$ cat src/rtl/mem_arbiter_if.sv
// Bus bundle for mem_arbiter: two requesting masters and one single-port RAM.
// The slave modport is the arbiter's view; master is the environment's view.
interface mem_arbiter_if #(
  parameter int ADDR_W = 32,
  parameter int DATA_W = 32
);
  localparam int MASK_W = DATA_W / 8;

  logic [ADDR_W-1:0] m0_addr;
  logic [DATA_W-1:0] m0_wdata;
  logic [MASK_W-1:0] m0_wmask;
  logic              m0_rstrb;
  logic [DATA_W-1:0] m0_rdata;
  logic              m0_ack;

  logic [ADDR_W-1:0] m1_addr;
  logic [DATA_W-1:0] m1_wdata;
  logic [MASK_W-1:0] m1_wmask;
  logic              m1_rstrb;
  logic [DATA_W-1:0] m1_rdata;
  logic              m1_ack;

  logic [ADDR_W-1:0] mem_addr;
  logic [DATA_W-1:0] mem_wdata;
  logic [MASK_W-1:0] mem_wmask;
  logic              mem_rstrb;
  logic [DATA_W-1:0] mem_rdata;

  modport slave (
    input  m0_addr, m0_wdata, m0_wmask, m0_rstrb,
    output m0_rdata, m0_ack,
    input  m1_addr, m1_wdata, m1_wmask, m1_rstrb,
    output m1_rdata, m1_ack,
    output mem_addr, mem_wdata, mem_wmask, mem_rstrb,
    input  mem_rdata
  );

  modport master (
    output m0_addr, m0_wdata, m0_wmask, m0_rstrb,
    input  m0_rdata, m0_ack,
    output m1_addr, m1_wdata, m1_wmask, m1_rstrb,
    input  m1_rdata, m1_ack,
    input  mem_addr, mem_wdata, mem_wmask, mem_rstrb,
    output mem_rdata
  );
endinterface

$ cat src/rtl/mem_arbiter.sv
// Two-master arbiter onto one RAM port; issue -> wait -> ack, three cycles per transaction.
// Define MEM_ARBITER_RR_EN for round-robin on simultaneous requests; default is fixed priority (master 0).
module mem_arbiter #(
  parameter int ADDR_W = 32,
  parameter int DATA_W = 32
) (
  input logic          clk,
  input logic          rst,
  mem_arbiter_if.slave bus
);
  localparam int MASK_W = DATA_W / 8;

  typedef enum logic [1:0] {
    S_IDLE = 2'd0,
    S_WAIT = 2'd1,
    S_ACK  = 2'd2
  } state_t;

  state_t            r_state;
  state_t            w_next_state;
  logic              r_owner;
  logic              r_last_grant;
  logic              r_rd;
  logic              r_m0_ack;
  logic              r_m1_ack;
  logic [DATA_W-1:0] r_m0_rdata;
  logic [DATA_W-1:0] r_m1_rdata;

  logic              w_req0;
  logic              w_req1;
  logic              w_grant;
  logic              w_issue;
  logic              w_sel;
  logic              w_sel_rstrb;
  logic [ADDR_W-1:0] w_addr;
  logic [DATA_W-1:0] w_wdata;
  logic [MASK_W-1:0] w_wmask;

  assign w_req0 = bus.m0_rstrb | (|bus.m0_wmask);
  assign w_req1 = bus.m1_rstrb | (|bus.m1_wmask);

  // Arbitration between simultaneous requests; a lone request always wins.
  always_comb begin
    w_grant = 1'b0;
    if (w_req0 && w_req1) begin
`ifdef MEM_ARBITER_RR_EN
      w_grant = ~r_last_grant;
`else
      w_grant = 1'b0;
`endif
    end else if (w_req1) begin
      w_grant = 1'b1;
    end else begin
      w_grant = 1'b0;
    end
  end

  always_ff @(posedge clk or posedge rst) begin
    if (rst) begin
      r_state <= S_IDLE;
    end else begin
      r_state <= w_next_state;
    end
  end

  always_comb begin
    w_next_state = r_state;
    w_issue      = 1'b0;
    case (r_state)
      S_IDLE: begin
        if ((w_req0 || w_req1) && !rst) begin
          w_issue      = 1'b1;
          w_next_state = S_WAIT;
        end else begin
          w_next_state = S_IDLE;
        end
      end
      S_WAIT:  w_next_state = S_ACK;
      S_ACK:   w_next_state = S_IDLE;
      default: w_next_state = S_IDLE;
    endcase
  end

  // Address/data follow the owner; strobes exist only in the issue cycle.
  always_comb begin
    w_sel       = (r_state == S_IDLE) ? w_grant : r_owner;
    w_addr      = w_sel ? bus.m1_addr  : bus.m0_addr;
    w_wdata     = w_sel ? bus.m1_wdata : bus.m0_wdata;
    w_sel_rstrb = w_sel ? bus.m1_rstrb : bus.m0_rstrb;
    if (w_issue) begin
      w_wmask = w_sel ? bus.m1_wmask : bus.m0_wmask;
    end else begin
      w_wmask = {MASK_W{1'b0}};
    end
  end

  assign bus.mem_addr  = w_addr;
  assign bus.mem_wdata = w_wdata;
  assign bus.mem_wmask = w_wmask;
  assign bus.mem_rstrb = w_issue & w_sel_rstrb;

  always_ff @(posedge clk or posedge rst) begin
    if (rst) begin
      r_owner      <= 1'b0;
      r_last_grant <= 1'b1;
      r_rd         <= 1'b0;
    end else if (w_issue) begin
      r_owner      <= w_grant;
      r_last_grant <= w_grant;
      r_rd         <= w_sel_rstrb;
    end
  end

  // Ack is set on leaving WAIT so it is high exactly during ACK.
  always_ff @(posedge clk or posedge rst) begin
    if (rst) begin
      r_m0_ack   <= 1'b0;
      r_m1_ack   <= 1'b0;
      r_m0_rdata <= {DATA_W{1'b0}};
      r_m1_rdata <= {DATA_W{1'b0}};
    end else begin
      r_m0_ack <= (r_state == S_WAIT) && !r_owner;
      r_m1_ack <= (r_state == S_WAIT) && r_owner;
      if ((r_state == S_WAIT) && r_rd) begin
        if (r_owner) begin
          r_m1_rdata <= bus.mem_rdata;
        end else begin
          r_m0_rdata <= bus.mem_rdata;
        end
      end
    end
  end

  assign bus.m0_ack   = r_m0_ack;
  assign bus.m1_ack   = r_m1_ack;
  assign bus.m0_rdata = r_m0_rdata;
  assign bus.m1_rdata = r_m1_rdata;
endmodule

$ cat src/flat_wrapper.sv
// flat-port wrapper written by rule: the top's interface ports become plain ports
module mem_arbiter_flat 
#(
  parameter int ADDR_W = 32,
  parameter int DATA_W = 32
)
  (clk, rst, bus_m0_addr, bus_m0_wdata, bus_m0_wmask, bus_m0_rstrb, bus_m0_rdata, bus_m0_ack, bus_m1_addr, bus_m1_wdata, bus_m1_wmask, bus_m1_rstrb, bus_m1_rdata, bus_m1_ack, bus_mem_addr, bus_mem_wdata, bus_mem_wmask, bus_mem_rstrb, bus_mem_rdata);
  mem_arbiter_if #(.ADDR_W(ADDR_W), .DATA_W(DATA_W)) bus_i ();
  input logic clk;
  input logic rst;
  input wire logic [$bits(bus_i.m0_addr)-1:0] bus_m0_addr;
  input wire logic [$bits(bus_i.m0_wdata)-1:0] bus_m0_wdata;
  input wire logic [$bits(bus_i.m0_wmask)-1:0] bus_m0_wmask;
  input wire logic [$bits(bus_i.m0_rstrb)-1:0] bus_m0_rstrb;
  output wire logic [$bits(bus_i.m0_rdata)-1:0] bus_m0_rdata;
  output wire logic [$bits(bus_i.m0_ack)-1:0] bus_m0_ack;
  input wire logic [$bits(bus_i.m1_addr)-1:0] bus_m1_addr;
  input wire logic [$bits(bus_i.m1_wdata)-1:0] bus_m1_wdata;
  input wire logic [$bits(bus_i.m1_wmask)-1:0] bus_m1_wmask;
  input wire logic [$bits(bus_i.m1_rstrb)-1:0] bus_m1_rstrb;
  output wire logic [$bits(bus_i.m1_rdata)-1:0] bus_m1_rdata;
  output wire logic [$bits(bus_i.m1_ack)-1:0] bus_m1_ack;
  output wire logic [$bits(bus_i.mem_addr)-1:0] bus_mem_addr;
  output wire logic [$bits(bus_i.mem_wdata)-1:0] bus_mem_wdata;
  output wire logic [$bits(bus_i.mem_wmask)-1:0] bus_mem_wmask;
  output wire logic [$bits(bus_i.mem_rstrb)-1:0] bus_mem_rstrb;
  input wire logic [$bits(bus_i.mem_rdata)-1:0] bus_mem_rdata;
  assign bus_i.m0_addr = bus_m0_addr;
  assign bus_i.m0_wdata = bus_m0_wdata;
  assign bus_i.m0_wmask = bus_m0_wmask;
  assign bus_i.m0_rstrb = bus_m0_rstrb;
  assign bus_m0_rdata = bus_i.m0_rdata;
  assign bus_m0_ack = bus_i.m0_ack;
  assign bus_i.m1_addr = bus_m1_addr;
  assign bus_i.m1_wdata = bus_m1_wdata;
  assign bus_i.m1_wmask = bus_m1_wmask;
  assign bus_i.m1_rstrb = bus_m1_rstrb;
  assign bus_m1_rdata = bus_i.m1_rdata;
  assign bus_m1_ack = bus_i.m1_ack;
  assign bus_mem_addr = bus_i.mem_addr;
  assign bus_mem_wdata = bus_i.mem_wdata;
  assign bus_mem_wmask = bus_i.mem_wmask;
  assign bus_mem_rstrb = bus_i.mem_rstrb;
  assign bus_i.mem_rdata = bus_mem_rdata;
  mem_arbiter #(.ADDR_W(ADDR_W), .DATA_W(DATA_W)) u_core (.clk(clk), .rst(rst), .bus(bus_i));
endmodule
$ cat config.mk
export PLATFORM = sky130hd
export DESIGN_NAME = mem_arbiter_flat
export DESIGN_NICKNAME = d
export VERILOG_FILES = /design/src/rtl/mem_arbiter_if.sv /design/src/rtl/mem_arbiter.sv /design/src/flat_wrapper.sv
export SDC_FILE = /design/constraint.sdc
export NUM_CORES = 1
export LEC_CHECK = 0
export BUFFER_PORTS_ARGS = -buffer_cell sky130_fd_sc_hd__clkbuf_2
export CAP_MARGIN = 0
export CORE_AREA = 2 2 120 122
export CTS_BUF_LIST = sky130_fd_sc_hd__clkbuf_8
export CTS_CLUSTER_SIZE = 12
export DETAILED_ROUTE_END_ITERATION = 8
export DIE_AREA = 0 0 122 124
export PLACE_DENSITY = 0.67
export SLEW_MARGIN = 40
export SYNTH_ARGS = -nofsm -noshare
export SYNTH_HDL_FRONTEND = slang
export SYNTH_SLANG_ARGS = --single-unit
export TNS_END_PERCENT = 20
$ cat constraint.sdc
create_clock -name clk -period 1.7 [get_ports clk]
set_input_delay 0.085 -clock clk [delete_from_list [all_inputs] [get_ports clk]]
set_output_delay 0.085 -clock clk [all_outputs]
set_load 0.05 [all_outputs]
# --- After elaboration in Yosys (flattened, before gate mapping) ---
# Index checks and enable logic that the tools add are counted.
word_totals:
  word_cells: 37
  reg_bits: 70
  inputBits: 172
  out_inout_bits: 135
classes:
  n_reduce_logical: 13
  n_mux: 12
  n_eq_ne: 1
  bitwise: 4
ops:
  columns: ["cell", "n"]
  rows:
  - ["32-bit 2-to-1 mux", 2]
  - ["4-bit 2-to-1 mux", 2]
  - ["4-bit OR reduction", 2]
  - ["1-bit 2-to-1 mux", 7]
  - ["1-bit logical AND", 5]
  - ["2-bit one-hot mux with 2 select lines", 1]
  - ["2-bit AND reduction", 2]
  - ["2-bit by 1-bit equality test with 1-bit output (second input constant)", 1]
  - ["1-bit logical NOT", 2]
  - ["2-bit logical NOT", 1]
  - ["1-bit OR", 2]
  - ["1-bit bitwise AND", 1]
  - ["1-bit logical OR", 1]
  - ["1-bit NOT", 1]

# --- Longest topological paths before layout ---
logic_depth:
  ltp_word: 7
  ltp_mapped: 6

# --- Least setup slack after synthesis ---
# OpenSTA, ideal clock, no wires.
synth_path:
  kind: "reg2out"
  start: "reg u_core.r_state[1]"
  end: "out bus_mem_addr[24]"
  stages_incl_launch_ff: 7
  arrival_ps: 1898
  slack_ps: -283
  path_cell_list: "dfrtp_1 > or4_4 > nor2_2 > a21bo_4 > buf_8 > buf_8 > mux2_1"
synth_between:
  elab_chain_len: 3
synth_lines:
  columns: ["element", "line", "source"]
  rows:
  - ["from (decl)", "mem_arbiter.sv:19", "state_t r_state;"]
  - ["from (signal assigned)", "mem_arbiter.sv:62", "r_state <= w_next_state;"]
  - ["2-bit logical NOT", "mem_arbiter.sv:86", "w_sel = (r_state == S_IDLE) ? w_grant : r_owner;"]
  - ["1-bit 2-to-1 mux", "mem_arbiter.sv:86", null]
  - ["32-bit 2-to-1 mux", "mem_arbiter.sv:87", "w_addr = w_sel ? bus.m1_addr : bus.m0_addr;"]
  - ["to (decl)", "flat_wrapper.sv:23", "output wire logic [$bits(bus_i.mem_addr)-1:0] bus_mem_addr;"]
# Every way passes these cells.

# --- Worst setup path in the final report ---
layout_path:
  start: "reg u_core.r_state[1]"
  end: "out bus_mem_addr[18]"
# Same word-level chain as after synthesis.

==> qor.csv <==
metric;value;unit
status;finished with violations;
violations;negative setup slack;
synth.distinct_cells;26;
clkSinkCount;70;
clkTransAtPathRegs;0.08;ns
ir_worst_vdd;0.000636;V
layout.nets;779;
maxSlewViolCount;0;
p_leak;3.48;nW
drv_cap;0;
drc;0;
synth_area_leader_cell;dfrtp_1;
pre_cts_ws;-0.358;ns
synth_warnings;0;
fin_skew;0.00954;ns
hold_viol;0;
viasPerCell;4.45;
fmax;417;MHz
core;13700;µm²
setup_viol;69;
cp.arrival;2.31;ns
worst_pin_slew;0.443;ns
grt_usage;16.3;%
antenna_found_initial;0;
die_x;122;µm
ys_seq_area_share;48.5;%
ys_top_cells_by_area;dfrtp_1 49%, mux2_2 31%, mux2_4 8.3%;
synth_edf_count;0;
worstSetupPathType;reg -> out;
drive_above_1_share;79.6;%
fin_ws;-0.696;ns
insertion_delay;0.34;ns
cts_tree;built;
critPathRequiredTime;1.62;ns
avgSynthCellArea;14.7;µm²
hold_slack;0.0213;ns
async_flop_share;100;%
rows;43;
grt_max_degree;53;
synthesis.nets;417;
fin_util;50.0;%
drtIter0Drc;105;
hold_path.class;in -> reg;
ys_top_cells_by_count;100 x mux2_2, 70 x dfrtp_1, 20 x mux2_4, 8 x mux2_1, 6 x buf_4;
clockBufferDepth;2;
pin_count;307;
portBuffers;306;
postRouteAntennaNets;0;
powerDensity;1730;nW/µm²
synth.cell_area;3610;µm²
fill_cells;1183;
worst-path-buf-inv;3;
synthFlopType;dfrtp_1;
yosysTopAreaCellShare;48.5;%
cp_cell_sequence;or4_4 -> nor2_4 -> a21bo_4 -> buf_12 -> clkbuf_16 -> mux2_4 -> buf_8;
rsz0062_at_grt;true;
synth-seq-cells;70;
maxSlewHeadroom;70.4;%
yosysMostFrequentCell;mux2_2;
vias;3525;
end_kind;primary output;
critPathTopFamily;simple AND/OR/NAND/NOR gates;
startpoint_type;flop;
cts_buffers;9;
area_delta_synth_final;90.0;%
slowest_stage;or4_4;
synthCells;245;
htreeDepth;3;
grt_pass1_vias;3847;
post-route-period-util;141;%
grt_overflow_total;0;
antennaDiodeCount;0;
initial_utilization;26.3;%
cts_root_buf;clkbuf_8;
critical_path.max_stage_delay;0.51;ns
wirelength;13000;µm
die_area;15100;µm²
grt_pass1_wl;19200;µm
dp_hpwl;9690;µm
fin_crit;2.40;ns
wl_per_cell;16.4;µm
drtPass1Iterations;4;
die_h;124;µm
critPathMaxFanout;7;
routabilityCongestion;0.915;
==> stage by stage <==
| stage | instance area [µm²] | instances | total power, mW | setup TNS (ns) |
|---|---|---|---|---|
| 6_report | 6860 | 792 | 11.9 | -43.84 |
| 4_1_cts | 6710 | 789 | 11.7 | -44.29 |
| 5_1_grt | 6860 | 792 | 12.4 | -49.07 |
| 3_5_place_dp | 5570 | 737 | 9.67 | -22.26 |
| 3_3_place_gp | 5570 | 737 | 9.54 | -18.76 |
| 2_1_floorplan | 3650 | 245 | 8.04 | -19.53 |
==> power by group <==
group | switching (mW) | leakage, nW | internal, mW
Clock | 0.680 | 0.114 | 0.844
Sequential | 0.415 | 0.834 | 2.46
Combinational | 4.95 | 2.53 | 2.51
==> layer usage <==
| metal | wire, µm | track usage (%) | vias to the layer above |
|---|---|---|---|
| met5 | 0 | 0 | - |
| met4 | 153 | 4.67 | 0 |
| met3 | 870 | 4.49 | 18 |
| met2 | 7050 | 30.8 | 176 |
| met1 | 4950 | 17.8 | 1722 |
| li1 | - | - | 1609 |
==> cell usage in the layout, fill, tap and decap left out, drive strengths merged <==
| cell | count |
|---|---|
| clkbuf | 272 |
| mux2 | 128 |
| dfrtp | 70 |
| buf | 70 |
| dlygate4sd3 | 32 |
| and2 | 5 |
| inv | 5 |
| nor2 | 4 |
| a22o | 3 |
| clkinv | 3 |
| o21ai | 3 |
| nand2 | 2 |
| nor3 | 2 |
| or3 | 2 |
| a22oi | 2 |
| a21oi | 2 |
| bufinv | 2 |
| nor2b | 1 |
| and2b | 1 |
| or4 | 1 |
| a21bo | 1 |
| mux2i | 1 |
==> final cells by class <==
class | instances | area (µm²) | area share, %
Clock buffer | 9 | 124 | 1.81
Clock inverter | 7 | 104 | 1.51
Multi-Input combinational cell | 158 | 1850 | 26.9
Inverter | 3 | 11.3 | 0.164
Tap cell | 180 | 225 | 3.28
Timing Repair Buffer | 365 | 2790 | 40.7
Sequential cell | 70 | 1750 | 25.5
==> what timing repair did <==
action,4_1_cts,5_1_grt
endpoints found under the hold margin,80,0
pin swaps,4,1
setup buffers,3,1
hold buffers,32,0
gates cloned,1,2
gates resized for setup,130,50
endpoints found under the setup margin,101,133
==> state kept, by name, indices dropped and copies added, names as in the netlist <==
signal,cells
u_core.bus.m0_ack,1
u_core.bus.m0_rdata,32
u_core.r_state,2
u_core.bus.m1_ack,1
u_core.bus.m1_rdata,32
u_core.r_rd,1
u_core.r_owner,1
==> final timing paths <==
kind	end	from	slack, ns	depth (start not counted)
worst min register to register	u_core.bus.m0_rdata[25]	u_core.bus.m0_rdata[25]	0.51	1
worst max-delay path	bus_mem_addr[18]	u_core.r_state[1]	-0.70	7
worst min-delay path	u_core.bus.m1_rdata[0]	bus_mem_rdata[0]	0.02	2
worst max register to register	u_core.bus.m0_rdata[22]	u_core.r_state[1]	0.05	6
max in group asynchronous	u_core.bus.m0_rdata[31]	rst	0.76	4
min in group asynchronous	u_core.r_state[1]	rst	0.31	3
==> logic make-up (layout without fill, tap and decap cells) <==
group	after synthesis	count (layout)	synth area share, %
flops	70	70	48.5
buf+inv	17	384	4.02
compound gates	11	11	2.29
simple gates	18	18	2.88
mux	129	129	42.3
(Power assumes the default switching activity.)
